$ cat config.mk
export PLATFORM = sky130hd
export DESIGN_NAME = pipe_ctrl
export DESIGN_NICKNAME = d
export VERILOG_FILES = /design/src/rtl/pipe_ctrl_pkg.sv /design/src/rtl/pipe_ctrl_hazard_detect.sv /design/src/rtl/pipe_ctrl.sv
export SDC_FILE = /design/constraint.sdc
export NUM_CORES = 1
export LEC_CHECK = 0
export CAP_MARGIN = 15
export CELL_PAD_IN_SITES_DETAIL_PLACEMENT = 1
export CELL_PAD_IN_SITES_GLOBAL_PLACEMENT = 1
export CORE_ASPECT_RATIO = 1.4
export CORE_UTILIZATION = 33
export CTS_CLUSTER_SIZE = 12
export DETAILED_ROUTE_END_ITERATION = 10
export PLACE_DENSITY_LB_ADDON = 0.15
export SYNTH_ARGS = -nofsm -noshare
export SYNTH_HDL_FRONTEND = slang
export SYNTH_SLANG_ARGS = --single-unit
$ cat constraint.sdc
create_clock -name clk -period 4.4 [get_ports clk]
set_input_delay 0.44 -clock clk [delete_from_list [all_inputs] [get_ports clk]]
set_output_delay 0.44 -clock clk [all_outputs]
set_load 0.01 [all_outputs]
$ cat src/rtl/pipe_ctrl_pkg.sv
// Shared types for the pipeline stall/flush controller.
package pipe_ctrl_pkg;

    typedef logic [4:0]  regid_t;
    typedef logic [31:0] word_t;

    localparam regid_t R0 = 5'd0;

    typedef enum logic [1:0] {
        RUN,
        LU_STALL,
        DMEM_WAIT,
        IMEM_WAIT
    } pc_state_t;

    // Wide enough for LOAD_USE_CYCLES-1 with LOAD_USE_CYCLES up to 3.
    localparam int LU_CNT_W = 2;
    typedef logic [LU_CNT_W-1:0] lu_cnt_t;

endpackage

$ cat src/rtl/pipe_ctrl_hazard_detect.sv
// Load-use hazard check between the Decode sources and the load in Execute.
module hazard_detect
    import pipe_ctrl_pkg::*;
(
    input  regid_t d_src_a_i,
    input  regid_t d_src_b_i,
    input  logic   d_src_a_ok_i,
    input  logic   d_src_b_ok_i,
    input  regid_t e_dst_m_i,
    output logic   load_use_o
);

    logic hit_a, hit_b;

    assign hit_a      = d_src_a_ok_i && (d_src_a_i == e_dst_m_i);
    assign hit_b      = d_src_b_ok_i && (d_src_b_i == e_dst_m_i);
    assign load_use_o = (e_dst_m_i != R0) && (hit_a || hit_b);

endmodule

$ cat src/rtl/pipe_ctrl.sv
// Pipeline stall/bubble/redirect controller.
// Optional stall-cycle counter port enabled by defining PIPE_CTRL_PERF_EN.
module pipe_ctrl
    import pipe_ctrl_pkg::*;
#(
    parameter int LOAD_USE_CYCLES = 1
) (
    input  logic   clk,
    input  logic   reset,
    input  regid_t d_src_a,
    input  regid_t d_src_b,
    input  logic   d_src_a_ok,
    input  logic   d_src_b_ok,
    input  regid_t e_dst_m,
    input  logic   d_br_taken,
    input  word_t  d_br_target,
    input  logic   i_busy,
    input  logic   d_busy,
    output logic   stall_f,
    output logic   stall_d,
    output logic   stall_e,
    output logic   stall_m,
    output logic   bubble_e,
    output logic   bubble_w,
    output logic   redir_valid,
    output word_t  redir_pc
`ifdef PIPE_CTRL_PERF_EN
    ,
    output word_t  perf_stall_cnt
`endif
);

    localparam lu_cnt_t LU_INIT = lu_cnt_t'(LOAD_USE_CYCLES - 1);

    pc_state_t state_q, state_d;
    lu_cnt_t   cnt_q, cnt_d;
    logic      pend_q, pend_d;
    word_t     pc_q, pc_d;

    logic lu_hazard, run_eval;
    logic sf, sd, se, sm, be, bw;

    hazard_detect u_hazard (
        .d_src_a_i    (d_src_a),
        .d_src_b_i    (d_src_b),
        .d_src_a_ok_i (d_src_a_ok),
        .d_src_b_ok_i (d_src_b_ok),
        .e_dst_m_i    (e_dst_m),
        .load_use_o   (lu_hazard)
    );

    always_ff @(posedge clk or posedge reset) begin
        if (reset) begin
            state_q <= RUN;
            cnt_q   <= '0;
            pend_q  <= 1'b0;
            pc_q    <= '0;
        end else begin
            state_q <= state_d;
            cnt_q   <= cnt_d;
            pend_q  <= pend_d;
            pc_q    <= pc_d;
        end
    end

    // Any cycle that falls back to RUN re-evaluates the RUN rules, so a hazard
    // or fetch miss present on the resume cycle is never skipped.
    always_comb begin
        state_d  = state_q;
        cnt_d    = cnt_q;
        {sf, sd, se, sm, be, bw} = '0;
        run_eval = 1'b0;
        if (d_busy) begin
            {sf, sd, se, sm, be, bw} = 6'b111101;
            state_d = DMEM_WAIT;
        end else begin
            case (state_q)
                LU_STALL, DMEM_WAIT: begin
                    // A frozen count resumes right on the DMEM exit cycle.
                    if (cnt_q != '0) begin
                        {sf, sd, be} = 3'b111;
                        cnt_d   = cnt_q - lu_cnt_t'(1);
                        state_d = LU_STALL;
                    end else begin
                        run_eval = 1'b1;
                    end
                end
                IMEM_WAIT: begin
                    if (i_busy) {sf, sd, be} = 3'b111;
                    else        run_eval = 1'b1;
                end
                default: run_eval = 1'b1;
            endcase
            if (run_eval) begin
                state_d = RUN;
                cnt_d   = '0;
                if (lu_hazard) begin
                    {sf, sd, be} = 3'b111;
                    state_d = LU_STALL;
                    cnt_d   = LU_INIT;
                end else if (i_busy) begin
                    {sf, sd, be} = 3'b111;
                    state_d = IMEM_WAIT;
                end
            end
        end
    end

    always_comb begin
        pend_d = pend_q;
        pc_d   = pc_q;
        if (d_br_taken && !sd) begin
            pend_d = 1'b1;
            pc_d   = d_br_target;
        end else if (!sf) begin
            pend_d = 1'b0;
        end
    end

    assign stall_f     = sf & ~reset;
    assign stall_d     = sd & ~reset;
    assign stall_e     = se & ~reset;
    assign stall_m     = sm & ~reset;
    assign bubble_e    = be & ~reset;
    assign bubble_w    = bw & ~reset;
    assign redir_valid = pend_q;
    assign redir_pc    = pc_q;

`ifdef PIPE_CTRL_PERF_EN
    word_t perf_q;

    always_ff @(posedge clk or posedge reset) begin
        if (reset)        perf_q <= '0;
        else if (stall_f) perf_q <= perf_q + word_t'(1);
    end

    assign perf_stall_cnt = perf_q;
`endif

endmodule

* Word-level counts from Yosys, hierarchy flattened
Index checks and enable logic that the tools add are counted.
** Storage, ports and cells
- Register bits :: 37
- Output and inout bits :: 39
** Operators by class
- Add/subtract/negate cells :: 1
- Equal/unequal tests :: 6
- Multiplexer cells :: 24
- Bitwise operators :: 5
- Reductions and logical operators :: 15
** Operators with widths (count)
- 2-bit 2-to-1 mux :: 9
- 1-bit 2-to-1 mux :: 13
- 5-bit equality test :: 2
- 2-bit nonzero test :: 3
- 3-bit nonzero test :: 2
- 5-bit nonzero test :: 1
- 2-bit equality test, second input constant :: 2
- 1-bit logical AND :: 4
- 1-bit case mux with 2 select lines :: 2
- 1-bit AND :: 3
- 3-bit AND reduction :: 1
- 2-bit by 1-bit equality test with 1-bit output, second input constant :: 1
- 2-bit by 1-bit != test with 1-bit output, second input constant :: 1
- 1-bit inverter :: 2
- 2-bit AND reduction :: 1
- 2-bit OR reduction :: 1
- 2-bit by 1-bit subtractor with 2-bit output, second input constant :: 1
- 1-bit logical NOT :: 1
- 1-bit logical OR :: 1

* Depth between registers and ports, before layout
- Depth in word-level cells :: 10
- Depth in mapped cells :: 8
- Mapped depth without buffers :: 7

* Cells and area by module
A second synthesis with hierarchy kept.
** Second synthesis, totals
- Cell total of the unflattened synthesis :: 125
- Area total of the unflattened synthesis :: 1816.7 sq um
** Modules (own cells, without submodules)
- pipe_ctrl :: times used 1, cells an instance 108, area each 1684.1 sq um
- hazard_detect :: times used 1, cells an instance 17, area each 132.6 sq um

* Worst setup path after synthesis
No wires, ideal clock.
- Path type :: input to output
- Start point :: in e_dst_m[1]
- End point :: out stall_f
- Data arrival time :: 1763 ps
- Required time :: 3960 ps
- Slack :: 2197 ps
- Stages on the path :: 7
- Path buffers :: 1
- Cell sequence :: or4_1 nor2_1 inv_1 a21oi_2 o21ai_0 and2_1 buf_4
** Between the ends
- Longest elaborated chain between the ends :: 8
- Elaborated cells on any way between the ends :: 11
- Classes of those cells :: 2 x eq/ne; 3 x mux; 1 x bitwise; 5 x reduce/logical
** Ends and longest elaborated chain
- start: declaration :: line pipe_ctrl.sv:14 : input regid_t e_dst_m,
- 5-bit equality test, on equally long branches :: line pipe_ctrl_hazard_detect.sv:15, pipe_ctrl_hazard_detect.sv:16
- 1-bit logical AND, on equally long branches :: line pipe_ctrl_hazard_detect.sv:15, pipe_ctrl_hazard_detect.sv:16
- 1-bit logical OR :: line pipe_ctrl_hazard_detect.sv:17 : assign load_use_o = (e_dst_m_i != R0) && (hit_a || hit_b);
- 1-bit logical AND (*) :: line pipe_ctrl_hazard_detect.sv:17
- 1-bit 2-to-1 mux (*) (3 in series)
- 1-bit AND (*)
- end: declaration :: line pipe_ctrl.sv:19 : output logic stall_f,
Every way passes the cells marked *; elsewhere a longest branch is shown, timed or not.

* Worst setup path in the final report
- Start point :: in e_dst_m[0]
- End point :: out stall_f
** Between the ends
- Longest elaborated chain between the ends :: 8
- Elaborated cells on any way between the ends :: 11
- Classes of those cells :: 2 x eq/ne; 3 x mux; 1 x bitwise; 5 x reduce/logical
** Ends and longest elaborated chain
- 5-bit equality test, on equally long branches :: line pipe_ctrl_hazard_detect.sv:15, pipe_ctrl_hazard_detect.sv:16
- 1-bit logical AND, on equally long branches :: line pipe_ctrl_hazard_detect.sv:15, pipe_ctrl_hazard_detect.sv:16
- 1-bit logical OR :: line pipe_ctrl_hazard_detect.sv:17
- 1-bit logical AND (*) :: line pipe_ctrl_hazard_detect.sv:17
- 1-bit 2-to-1 mux (*) :: line pipe_ctrl.sv:97 : if (lu_hazard) begin
- 1-bit 2-to-1 mux (*) :: line pipe_ctrl.sv:94 : if (run_eval) begin
- 1-bit 2-to-1 mux (*) :: line pipe_ctrl.sv:73 : if (d_busy) begin
- 1-bit AND (*) :: line pipe_ctrl.sv:120 : assign stall_f = sf & ~reset;
Marked as above.

==> summary.txt <==
Max-cap check violation count = 0
Worst min path class = reg -> reg
Root Driver = clkbuf_8
Final Wtd Congestion = 0.702
Worst vdd ir = 0.298 mV
Drt first pass iters = 4
Wirelength per Cell = 15.7 um
Synth Area in Simple Gates = 4.01%
Area growth syn-to-layout = 57.8%
Power per Cell Area = 641 nW/um^2
Cell area after layout = 2850 sq um
Syn Std Cell Area = 1810 sq um
Clock skew = 0.00358 ns
Syn avg cell area = 14.2 sq um
Critical Path Start = e_dst_m[0]
Min Hold Slack = 0.500 ns
Seq/Total Area, Yosys = 51.2%
Critical setup path kind = in -> out
Crit path DAT = 2.66 ns
Area leader, netlist = dfrtp_1
Chip height = 89.6 um
Setup ws final = 1.30 ns
Distinct cells, synth = 28
Synthesized instance count = 127
Combinational family with the most area after synthesis = multiplexers
Initial Util = 34.5%
Least-Margin Pin Slew = 0.805 ns
Initial antenna violation count = 0
CTS tree = done
Synth Area in XOR/XNOR = 4.84%
Htree depth = 2
Reg2reg setup slack = 2.04 ns
# diodes = 0
First-pass GRT wire length = 6.84 mm
Die ar. = 5780 sq um
YS warnings = 0
RR Endpoint = redir_pc[0]$_DFFE_PP0P_
Slew headroom = 46.1%
DRT antenna net count = 0
Remaining Overflow, GRT = 0
Worst-skew pair later-pin latency = 0.28 ns
Vias in the first global route = 1,449
Largest cells by area after synthesis = dfrtp_1 51%, mux2_4 24%, xnor2_1 4.8%
# setup viols final = 0
Outcome = completed
Final setup TNS = 0 ns
Fin nets = 278
Pin count of the biggest net entering global routing = 38
DP HPWL = 3.61 mm
Post_cts resized = 0
Seq pwr share = 33.7%
Final wirelength = 4.50 mm
Setup crit end = stall_f
Horiz. Die Dim = 64.6 um
Final core occ = 54.5%
Io pins = 93
Worst endpoint required time = 3.96 ns
Multiplexer share of the synthesized area = 26.0%
Fillers = 550
Placed cells = 280
Clk slew on worst S/H paths = 0.07 ns
Pleak = 1.27 nW
DR iter-0 viols = 13
PortBufs = 92
Routed via count = 1,345
Sink Count = 37
Tcrit/Tclk final = 70.5%
Layout cells sized above 1 = 19.5%
Yosys reg bits = 37
Via density per instance = 4.70
Post-synth top area share = 51.2%
Switch share = 31.4%
Comb pwr share = 54.9%
Final Hold Violating Endpoints = 0
Post-Place Setup Slack = 1.27 ns
Cts hold-fix bufs = 0
Total CTS buffers = 5
Fin cells = 286
Min Tclk post-route = 3.10 ns
Clock Path Buffers = 2
Compound-Gate Fraction of Synth Area = 7.13%
Net Count, Synth = 184
RSZ-0062 raised after global routing = no
Pint = 1.25 mW
Floorplan row count = 31
Power share of the clock group = 11.4%
Total track usage = 16.1%
Overall power = 1.83 mW
Commonest non-fill, non-tap cell in the layout = clkdlybuf4s50_1
Post-synthesis adder-cell area fraction = 2.08%
Switching power = 0.573 mW
Worst r2r path cells = 6
DRC viols = 0
Fmax = 0.322 GHz
Worst Path Max Fanout = 3
CP endpoint kind = output pin
Post-CTS Setup Inserts = 0
Placed instance area = 2780 sq um
CP Launch Type = primary input
Area of the core = 5240 sq um
Worst R2R Start = state_q[1]$_DFFE_PP0P_
Leading cell types in the layout, fill and taps excluded = 92 x clkdlybuf4s50_1, 37 x dfrtp_1, 29 x mux2_4, 10 x xnor2_1, 7 x inv_1
Fin. max-slew vios = 0
## logic make-up after synthesis
family,Yosys count
compound gates,16
xor+xnor,10
fa+ha+maj,3
buf+inv,14
flops,37
mux,32
simple gates,15
## power groups by stage
stage          registers, mW  clock network, mW  logic, mW
3_3_place_gp           0.608                  0      0.981
2_1_floorplan          0.681                  0      0.477
5_1_grt                0.639              0.233       1.08
3_5_place_dp           0.624                  0       1.02
4_1_cts                0.620              0.220       1.02
6_report               0.616              0.209       1.00
## worst min-delay path by stage
stage / startpoint / end / slack (ns) / depth (start not counted)
2_1_floorplan: cnt_q[0]$_DFFE_PP0P_ / cnt_q[0]$_DFFE_PP0P_ / 0.45 / 1
3_3_place_gp: cnt_q[0]$_DFFE_PP0P_ / cnt_q[0]$_DFFE_PP0P_ / 0.46 / 1
3_5_place_dp: cnt_q[1]$_DFFE_PP0P_ / cnt_q[1]$_DFFE_PP0P_ / 0.49 / 2
4_1_cts: cnt_q[1]$_DFFE_PP0P_ / cnt_q[1]$_DFFE_PP0P_ / 0.50 / 2
5_1_grt: redir_pc[24]$_DFFE_PP0P_ / redir_pc[24]$_DFFE_PP0P_ / 0.52 / 1
6_report: cnt_q[1]$_DFFE_PP0P_ / cnt_q[1]$_DFFE_PP0P_ / 0.50 / 2
## sequential cells by signal (all words and copies together), names as in the netlist
name / count
state_q: 2
redir_valid: 1
redir_pc: 32
cnt_q: 2
## cell usage after synthesis
master    count
a21oi_1       3
mux2_2        3
nand4_1       2
o21a_1        1
nand2b_1      1
mux2_4       29
o41ai_1       1
clkbuf_1      1
ha_1          3
nor2b_1       1
a21o_1        1
xnor2_1      10
and2_1        1
dfrtp_1      37
a21bo_2       1
inv_1         7
o32a_1        1
o21ai_0       3
o22ai_1       1
o211ai_4      1
or4_1         1
buf_6         3
a221oi_1      1
nor2_1        5
nand2_1       4
a221o_1       1
a21oi_2       1
buf_4         3
## worst max-delay path: stages
cell             delay [ns]
clkdlybuf4s50_1        0.48
xnor2_1                0.25
nand4_1                0.15
o22ai_1                0.23
a21oi_2                0.12
o21ai_0                0.24
and2_1                 0.20
clkdlybuf4s50_1        0.55
## metal layers
metal | GRT usage [%] | up-vias | part of all wire, %
met2 | 29.5 | 56 | 55
met1 | 17.1 | 659 | 37
met4 | 7.27 | 0 | 1.7
li1 | - | 624 | -
met5 | 0 | - | 0
met3 | 4.55 | 6 | 6.7
## final cells by class
cell class	count	area, sq um	area share, %
multi-input combinational	76	796	27.9
sequential	37	926	32.5
inverter	7	26.3	0.921
tap	66	82.6	2.89
clock buffer	5	68.8	2.41
clock inverter	1	5.00	0.175
timing repair buffer	94	948	33.2
(Power assumes the default switching activity.)
==> patch: new RTL, same settings <==
The 4 states of `pc_state_t` get a one-hot encoding in 4 bits.
--- a/src/rtl/pipe_ctrl_pkg.sv
+++ b/src/rtl/pipe_ctrl_pkg.sv
@@ -7,9 +7,9 @@
     localparam regid_t R0 = 5'd0;
 
-    typedef enum logic [1:0] {
-        RUN,
-        LU_STALL,
-        DMEM_WAIT,
-        IMEM_WAIT
+    typedef enum logic [3:0] {
+        RUN       = 4'b0001,
+        LU_STALL  = 4'b0010,
+        DMEM_WAIT = 4'b0100,
+        IMEM_WAIT = 4'b1000
     } pc_state_t;
 
Formal check against the unedited RTL: no difference found for any inputs over 10 cycles, from zero or initial values and one cycle with reset high; not proved beyond that.
==> patch against the original RTL <==
- sequential share of layout area is 0.95 points higher
- wire length is 5.0% higher
- sequential cell count is 2 higher
- setup slack worse by 0.019 ns
- synthesized area is 2.3% higher
- first-iteration DRC count is 92% higher
- utilization is 0.98 points higher
- maximum frequency is 0.60% lower
- via count is 1.0% higher
- cell area is 2.5% higher
Power is not compared: it rests on default switching activity, and its combinational part moved more than twofold at a synthesized area within 25%.
==> patch: results (changes against the original RTL) <==
Yosys
  – Synth warnings: 0 (unchanged)
  – FFs w/ async S/R, synth: 100.0% (unchanged)
  – Post-synth EDFFs: 0 (unchanged)
  – Main area contributors after synthesis: dfrtp_1, mux2_4, xnor2_1, buf_6, mux2_2
  – Netlist cell types: 29 (+3.6%)
  – Post-synth top cells: dfrtp_1, mux2_4, xnor2_1
  – Post-Syn Nets: 179 (-2.7%)
  – Register area share after synthesis: 52.84% (+1.6 points)

Critical path
  – Slowest Stage Delay on Critical Path: 0.57 ns (+0.02 ns)
  – CP max stage cell: clkdlybuf4s50_1
  – Family with the most delay on the worst path: buffers and inverters
  – CP Data Arrival Time: 2.68 ns (+0.02 ns)
  – Crit-path max FO: 3 (unchanged)

STA
  – Skew final: 0.006276 ns (+0.002699 ns)
  – Slew HR: 60.42% (+14 points)

Finish
  – # fillers: 537 (-2.4%)
  – Layout cells sized above 1: 21.46% (+1.9 points)
  – # nets final: 273 (-1.8%)
  – N_diodes: 0 (unchanged)
  – Flip-flop count of the largest register after layout: 32 (unchanged)

Place
  – Pre-CTS setup slack: 1.264 ns (-0.005370 ns)
  – GPL Wtd Cong: 0.6970 (-0.68%)
  – IO Port Bufs: 92 (unchanged)
  – DP HPWL: 3.606 mm (about the same)

Global route
  – Initial antenna violation count: 0 (unchanged)
  – Largest net degree at the start of global routing: 33 (-13%)
  – Vias in the first global route: 1534 (+5.9%)
  – GRT Util Overall: 17.06% (+0.98 points)
  – First-pass GRT wire length: 7.686 mm (+12%)

Power and ir drop
  – VDD IR max: 221.8 uV
  – P_leak: 1.217 nW

Route
  – Detailed Routing Iterations Pass 1: 4 (unchanged)
  – DR vias/cell: 4.768 (+1.4%)
  – WL final: 4.721 mm (+5.0%)
  – DR iter-0 viols: 25 (+12)

CTS
  – Total CTS buffers: 5 (unchanged)
  – CTS clock-pin slew for the worst setup and hold paths: 0.08 ns
  – Max clock buf depth: 2 (unchanged)
  – Setup Buffers After CTS: 0 (unchanged)
  – H-Tree Depth: 2 (unchanged)
  – CTS Root Buffer Type: clkbuf_8
  – Skew-Pair Late Insertion Delay: 0.29 ns
  – PostCTS Resize Cnt: 0 (unchanged)

Status
  – Status: finished clean

Min path
  – Hold WC Path Type: primary input to async pin
==> patch: metrics by stage <==
step / instance area (sq um) / util, % / cells / total power (W)
6_report: 2925 / 55.46 / 285 / 0.001174
5_1_grt: 2925 / 55.46 / 285 / 0.001232
4_1_cts: 2925 / 55.46 / 285 / 0.001192
3_5_place_dp: 2808 / 53.23 / 277 / 0.0008770
3_3_place_gp: 2808 / 53.23 / 277 / 0.0008673
2_1_floorplan: 1849 / - / 124 / 0.0006476
==> patch: worst paths after layout <==
check / depth (start not counted) / slack [ns] / end / from
hold / removal: 2 / 0.50 / redir_pc[17] / reset
hold reg to reg: 1 / 0.51 / redir_valid / redir_valid
setup reg to reg: 8 / 1.83 / redir_pc[4] / cnt_q[0]
setup / recovery: 7 / 1.28 / bubble_e / e_dst_m[4]
max in group asynchronous: 3 / 3.17 / state_q[0] / reset
min in group clk: 1 / 0.51 / redir_valid / redir_valid
==> patch: layer usage <==
layer	global-route usage [%]	routed length (microns)
met1	18.97	1803
met2	30.33	2529
met3	5.303	360
met4	4.891	28
met5	0	0
==> patch: logic make-up after synthesis <==
group                      Yosys count  share of synthesized area, %
AOI/OAI and AO/OA                   10                         4.804
adders and majority gates            1                        0.6765
buffers and inverters               12                         4.262
DFF                                 39                         52.84
muxes                               33                         26.18
and+or+nand+nor                     18                         6.021
xor gates and xnor gates            11                         5.210
==> patch: report_power, final <==
group / leakage, nW / total (W) / switching, W / internal [W]
sequential: 0.468 / 0.000477 / 0.0000448 / 0.000432
clock: 0.0612 / 0.000306 / 0.000123 / 0.000183
combinational: 0.688 / 0.000391 / 0.000125 / 0.000267
==> patch: cell type report <==
type,count,area (sq um),share of cell area (%)
Tap cell,66,82.58,2.823
Timing Repair Buffer,94,935.9,31.99
Clock inverter,2,35.03,1.198
Multi-Input combinational cell,73,793.3,27.12
Inverter,5,18.77,0.6416
Clock buffer,6,82.58,2.823
Sequential cell,39,977.2,33.40
